## src/rtl/mem_ctrl_pkg.sv

```systemverilog
// Shared types and constants for the two-requester memory port arbiter.
package mem_ctrl_pkg;

  localparam int NUM_REQ = 2;

  typedef enum logic [1:0] {
    IDLE  = 2'd0,
    ISSUE = 2'd1,
    RESP  = 2'd2
  } state_e;

endpackage

```

## src/rtl/rr_arbiter2.sv

```systemverilog
// Two-way round-robin grant: the pointed-to requester wins when it asks,
// otherwise the other one does.
module rr_arbiter2
  import mem_ctrl_pkg::*;
(
  input  logic [NUM_REQ-1:0] req,
  input  logic               ptr,
  output logic [NUM_REQ-1:0] grant
);

  always_comb begin
    grant = '0;
    if (req[ptr]) begin
      grant[ptr] = 1'b1;
    end else if (req[~ptr]) begin
      grant[~ptr] = 1'b1;
    end
  end

endmodule

```

## src/rtl/mem_port_arbiter.sv

```systemverilog
// Shares one synchronous memory port between two requesters; each accepted
// request runs IDLE -> ISSUE -> RESP with at most one transaction in flight.
module mem_port_arbiter
  import mem_ctrl_pkg::*;
#(
  parameter int ADDR_WIDTH = 2,
  parameter int DATA_WIDTH = 8
) (
  input  logic                  clk,
  input  logic                  reset,
  input  logic [NUM_REQ-1:0]    req_valid,
  input  logic [NUM_REQ-1:0]    req_write,
  input  logic [ADDR_WIDTH-1:0] req_addr0,
  input  logic [ADDR_WIDTH-1:0] req_addr1,
  input  logic [DATA_WIDTH-1:0] req_wdata0,
  input  logic [DATA_WIDTH-1:0] req_wdata1,
  output logic [NUM_REQ-1:0]    req_ready,
  output logic [NUM_REQ-1:0]    rsp_valid,
  output logic [DATA_WIDTH-1:0] rsp_rdata,
  output logic [ADDR_WIDTH-1:0] mem_addr,
  output logic                  mem_wr_en,
  output logic                  mem_rd_en,
  output logic [DATA_WIDTH-1:0] mem_wdata,
  input  logic [DATA_WIDTH-1:0] mem_rdata,
  output logic                  busy
);

  state_e                state_q, state_d;
  logic                  ptr_q, ptr_d;
  logic                  op_q, op_d;
  logic                  owner_q, owner_d;
  logic [ADDR_WIDTH-1:0] addr_q, addr_d;
  logic [DATA_WIDTH-1:0] wdata_q, wdata_d;
  logic [NUM_REQ-1:0]    grant;

  rr_arbiter2 u_rr (
    .req   (req_valid),
    .ptr   (ptr_q),
    .grant (grant)
  );

  always_ff @(posedge clk or posedge reset) begin
    if (reset) begin
      state_q <= IDLE;
      ptr_q   <= 1'b0;
      op_q    <= 1'b0;
      owner_q <= 1'b0;
      addr_q  <= '0;
      wdata_q <= '0;
    end else begin
      state_q <= state_d;
      ptr_q   <= ptr_d;
      op_q    <= op_d;
      owner_q <= owner_d;
      addr_q  <= addr_d;
      wdata_q <= wdata_d;
    end
  end

  always_comb begin
    state_d   = state_q;
    ptr_d     = ptr_q;
    op_d      = op_q;
    owner_d   = owner_q;
    addr_d    = addr_q;
    wdata_d   = wdata_q;
    req_ready = '0;
    rsp_valid = '0;
    rsp_rdata = '0;
    mem_wr_en = 1'b0;
    mem_rd_en = 1'b0;
    case (state_q)
      IDLE: begin
        req_ready = grant;
        // A non-zero grant is always a handshake since ready mirrors it.
        if (|grant) begin
          owner_d = grant[1];
          op_d    = req_write[grant[1]];
          addr_d  = grant[1] ? req_addr1 : req_addr0;
          wdata_d = grant[1] ? req_wdata1 : req_wdata0;
          ptr_d   = ~grant[1];
          state_d = ISSUE;
        end
      end
      ISSUE: begin
        mem_wr_en = op_q;
        mem_rd_en = ~op_q;
        state_d   = RESP;
      end
      RESP: begin
        rsp_valid[owner_q] = 1'b1;
        rsp_rdata          = op_q ? '0 : mem_rdata;
        state_d            = IDLE;
      end
      default: state_d = IDLE;
    endcase
  end

  assign mem_addr  = addr_q;
  assign mem_wdata = wdata_q;
  assign busy      = (state_q != IDLE);

endmodule

```

## config.mk

```make
export PLATFORM = sky130hd
export DESIGN_NAME = mem_port_arbiter
export DESIGN_NICKNAME = d
export VERILOG_FILES = /design/src/rtl/mem_ctrl_pkg.sv /design/src/rtl/rr_arbiter2.sv /design/src/rtl/mem_port_arbiter.sv
export SDC_FILE = /design/constraint.sdc
export NUM_CORES = 1
export LEC_CHECK = 0
export CELL_PAD_IN_SITES_DETAIL_PLACEMENT = 2
export CELL_PAD_IN_SITES_GLOBAL_PLACEMENT = 2
export CORE_AREA = 2 2 73 75
export DETAILED_ROUTE_END_ITERATION = 10
export DIE_AREA = 0 0 75 77
export GPL_ROUTABILITY_DRIVEN = 0
export GPL_TIMING_DRIVEN = 0
export PLACE_DENSITY = 0.82
export SLEW_MARGIN = 20
export SYNTH_ARGS = -nofsm -noshare
export SYNTH_HDL_FRONTEND = slang
export SYNTH_SLANG_ARGS = --single-unit
```

## constraint.sdc

```tcl
create_clock -name clk -period 1.5 [get_ports clk]
set_input_delay 0.3 -clock clk [delete_from_list [all_inputs] [get_ports clk]]
set_output_delay 0.3 -clock clk [all_outputs]
set_load 0.05 [all_outputs]
```

Yosys cells after proc, flatten, opt, wreduce, memory -nomap -nowiden
Cells that the tools add are included.
{"block": "word_totals", "reg_bits": 15, "in_bits": 34, "out_inout_bits": 25, "wordCells": 50}
{"block": "classes", "n_lt_le_gt_ge": 7, "eq_ne": 3, "muxes": 24, "bitwise": 3, "n_reduce_logical": 7}
{"op": "$mux W8", "n": 3}
{"op": "$mux W2", "n": 6}
{"op": "$mux W1", "n": 11}
{"op": "$lt A1 B2 Y1 const B", "n": 4}
{"op": "$pmux W2 S2", "n": 1}
{"op": "$demux W1 S1", "n": 3}
{"op": "$ge A1 B1 Y1 const B", "n": 3}
{"op": "$logic_and A1 B1 Y1", "n": 3}
{"op": "$not A1 Y1", "n": 3}
{"op": "$eq A2 B1 Y1 const B", "n": 1}
{"op": "$eq A2 B2 Y1 const B", "n": 1}
{"op": "$logic_not A2 Y1", "n": 1}
{"op": "$ne A2 B2 Y1 const B", "n": 1}
{"op": "$reduce_and A2 Y1", "n": 1}
{"op": "$reduce_bool A2 Y1", "n": 1}
{"op": "$reduce_or A2 Y1", "n": 1}

Depth between registers and ports, before layout
{"block": "logic_depth", "depth_word": 10, "depth_mapped": 5, "mapped_depth_nobuf": 3}

Modules after synthesis
From an unflattened synthesis, not the netlist that was laid out.
{"block": "unflattened", "hier_cells": 67, "hier_area_um2": 839.6}
{"mod": "mem_port_arbiter", "instances": 1, "cells_each": 64, "area_per_inst_um2": 820.8, "seq_area_each_um2": 375.4}
{"mod": "rr_arbiter2", "instances": 1, "cells_each": 3, "area_per_inst_um2": 18.8, "seq_area_each_um2": 0.0}

Worst setup path before layout
OpenSTA, ideal clock, no wires.
{"block": "synth_timing", "kind": "flip-flop to output port", "startpoint": "register state_q[1]", "endpoint": "output mem_rd_en", "t_arrival_ps": 1245, "t_required_ps": 1200, "slack_ps": -45, "path_stages_with_launch": 3, "n_path_buf": 0, "cell_sequence": "dfrtp_1 nor2b_1 nor2b_1"}
{"block": "synth_between", "elab_chain_cells": 2}
{"item": "from (decl)", "line": "mem_port_arbiter.sv:28", "source": "state_e state_q, state_d;"}
{"item": "from (signal assigned)", "line": "mem_port_arbiter.sv:51", "source": "state_q <= state_d;"}
{"item": "$eq A2 B1 Y1", "line": "mem_port_arbiter.sv:72", "source": "case (state_q)"}
{"item": "$mux W1", "line": "mem_port_arbiter.sv:72"}
{"item": "to (decl)", "line": "mem_port_arbiter.sv:22", "source": "output logic mem_rd_en,"}
Every way passes these cells.

Worst setup path in the final report
{"block": "layout_timing", "startpoint": "register state_q[1]", "endpoint": "output req_ready[1]"}
{"block": "layout_between", "elab_chain_cells": 2}
{"item": "$logic_not A2 Y1", "line": "mem_port_arbiter.sv:72"}
{"item": "$mux W2", "line": "mem_port_arbiter.sv:72"}
{"item": "to (decl)", "line": "mem_port_arbiter.sv:17", "source": "output logic [NUM_REQ-1:0] req_ready,"}
Every way passes these cells.

==> impl_metrics.py <==
metrics = {
    "die": {
        "die_w_um": 75,
        "die_area_um2": 5780,
        "row_count": 26,
        "initial_utilization": 0.165,
        "pin_count": 59,
        "die_height_um": 77,
        "core_um2": 4980,
    },
    "logic_synthesis": {
        "netlist_area_um2": 822,
        "synth_area_leader_cell": "dfrtp_1",
        "ys_ff_latch": 15,
        "synth-edff-count": 0,
        "synthTopCellsByCount": "dfrtp_1, inv_1, a21oi_1, and2_1, nand3_1",
        "async_reset_ff_frac": 1.00,
        "synth_ff_type": "dfrtp_1",
        "syn_avg_cell_area_um2": 8.65,
        "syn_nets": 129,
        "yosysTopAreaCellShare": 0.457,
        "syn_inst": 95,
        "synthTopCellsByArea": "dfrtp_1, and2_1, a31oi_1, a21oi_1, nand3_1",
        "synth_most_common_cell": "dfrtp_1",
        "synth-seq-area-share": 0.457,
        "yosys_warnings": 0,
        "ys_types": 21,
    },
    "sta": {
        "hold_ws_ns": 0.405,
        "hold_viol": 0,
        "skew_ns": 0.00133,
        "worst_pin_slew_ns": 0.586,
        "rsz0062_at_grt": "true",
        "worst_slack_ns": -0.164,
        "fin_crit_sh": 1.11,
        "fmax_mhz": 601,
        "setup_viol": 12,
        "fin_crit_ns": 1.66,
        "slew_headroom": 0.609,
        "final_max_slew_viol_count": 0,
    },
    "clock_network": {
        "cts_root_buffer": "clkbuf_8",
        "cts_sinks": 15,
        "numCtsBuffers": 3,
        "h-tree-depth": 1,
        "clock_latency_ns": 0.26,
        "cts_buffer_depth": 2,
        "path_clk_slew_ns": 0.07,
        "cts_tree": "done",
        "cts_hold_buf": 0,
    },
    "placed_design": {
        "io_buffer_count": 58,
        "dp_hpwl_um": 2640,
    },
    "status": {
        "status": "finished with violations",
        "violations": "negative setup slack",
    },
    "worst_setup_path": {
        "crit_path_cell_trace": "nor2_4 -> buf_6 -> and3_4 -> buf_8",
        "worstSetupPathType": "reg2out",
        "worst_path_max_delay_cell": "dfrtp_2",
        "cp_max_fo": 4,
        "cp-end-kind": "output port",
        "cp-start-kind": "register",
        "crit_buf_inv": 2,
        "cpPeakStageDelay_ns": 0.45,
        "crit_family": "flip-flops",
        "critPathRequiredTime_ns": 1.20,
        "arrival_ns": 1.36,
    },
    "global_routing": {
        "grt_pass1_wl_um": 5380,
        "overflow": 0,
        "grtUsageTotal": 0.123,
        "grt_max_degree": 16,
        "grt_antenna_before_repair": 0,
        "grt_pass1_vias": 1136,
    },
    "detailed_routing": {
        "drc": 0,
        "drtPass1Iterations": 2,
        "drt-vias-per-instance": 4.31,
        "drt_iter0_drc": 15,
        "wl_per_cell_um": 14.6,
        "drt.antenna.violating_nets": 0,
        "vias": 1004,
        "drt-total-wl_um": 3400,
    },
    "pwr": {
        "finalPower_uw": 3530,
        "p_seq_frac": 0.221,
        "pwr-share-comb": 0.680,
        "leakage_uw": 0.000718,
        "switching_share": 0.521,
        "pwr_density_cell_nw_per_um2": 2130,
        "p_switching_uw": 1840,
        "p_int_uw": 1690,
        "peakVddDrop_uv": 1080,
        "p_clk_frac": 0.099,
    },
    "finish": {
        "fin_nets": 198,
        "antenna_cells": 0,
        "nFillCells": 554,
        "syn_to_final_growth_pct": 101,
        "drive_gt1_frac": 0.258,
    },
    "run": {
        "drv_cap": 0,
    },
    "worst_hold_path": {
        "hp-class": "in2async",
    },
}
## final timing paths
| check | cells after the start | startpoint | slack (ns) | to |
|---|---|---|---|---|
| max in group asynchronous | 2 | reset | 0.68 | state_q[1] |
| worst min-delay path | 2 | reset | 0.41 | mem_wdata[7] |
| min in group clk | 1 | state_q[1] | 0.54 | state_q[1] |
| worst max register to register | 6 | state_q[1] | 0.08 | mem_wdata[5] |
| worst min register to register | 1 | state_q[1] | 0.54 | state_q[1] |
| worst max-delay path | 4 | state_q[1] | -0.16 | req_ready[1] |
## stage by stage
step	util	area (µm²)	TNS, ns	std cells	worst slack (ns)
2_1_floorplan	-	825	0	95	0.000384
3_3_place_gp	0.300	1490	-10.65	223	-0.820
3_5_place_dp	0.300	1490	-11.77	223	-0.877
4_1_cts	0.325	1620	-1.39	231	-0.164
5_1_grt	0.332	1650	-2.06	233	-0.207
6_report	0.332	1650	-1.18	233	-0.164
## layer usage
metal  vias to the layer above  part of all wire  routed length [µm]  track usage
li1                        463                 -                   -            -
met1                       487              0.39                1320        0.135
met2                        49              0.50                1690        0.218
met3                         5             0.098                 333       0.0355
met4                         0             0.016                  55       0.0429
met5                         -                 0                   0            0
## placed cells by master (no fill, tap or decap), drive strengths merged
cell type / instances
o221ai: 3
a31oi: 8
buf: 24
nor2: 5
clkdlybuf4s50: 31
o21ai: 8
or2: 1
and2: 10
nand2b: 2
and3: 1
dlygate4sd2: 12
nor2b: 3
dfrtp: 15
nand3: 9
a21oi: 9
clkinv: 1
clkbuf: 5
inv: 11
nand2: 1
a21o: 1
nand4: 3
## cells by family after synthesis
kind of cell | count (synthesis) | share of synthesized area
flops | 15 | 0.457
compound gates | 29 | 0.213
buf+inv | 16 | 0.0928
simple gates | 35 | 0.237
## power by group through the flow
stage	logic [µW]	registers, µW	clock network (µW)
final	2400	781	348
after global routing	2550	820	367
after CTS	2330	783	353
after detailed placement	2180	760	0
after global placement	2120	747	0
after floorplan	955	1200	0
## layout make-up
type | instances | area [µm²] | share of cell area
inverter | 11 | 41.3 | 0.0250
clock buffer | 3 | 41.3 | 0.0250
multi-input combinational | 64 | 418 | 0.253
timing repair buffer | 65 | 652 | 0.394
tap | 70 | 87.6 | 0.0530
clock inverter | 1 | 5.00 | 0.00303
buffer | 4 | 31.3 | 0.0189
sequential | 15 | 377 | 0.228
## flip-flops by register name (all words and copies together) (netlist names)
signal and cells:
mem_addr 2, mem_wdata 8, op_q 1, owner_q 1, ptr_q 1, state_q 2
## worst reg2reg max path, delay by kind of cell, from the launching register on
| family | cells | cell delay, ns |
|---|---|---|
| AOI/OAI and AO/OA | 1 | 0.10 |
| DFF | 1 | 0.45 |
| buffers and inverters | 3 | 0.39 |
| and+or+nand+nor | 2 | 0.36 |
## timing repair
item,in CTS,in global routing
buffers inserted,4,3
pin swaps,2,2
setup endpoints to repair,32,18
gates resized for setup,130,9
Note: power is estimated with default switching activity, not from simulation.
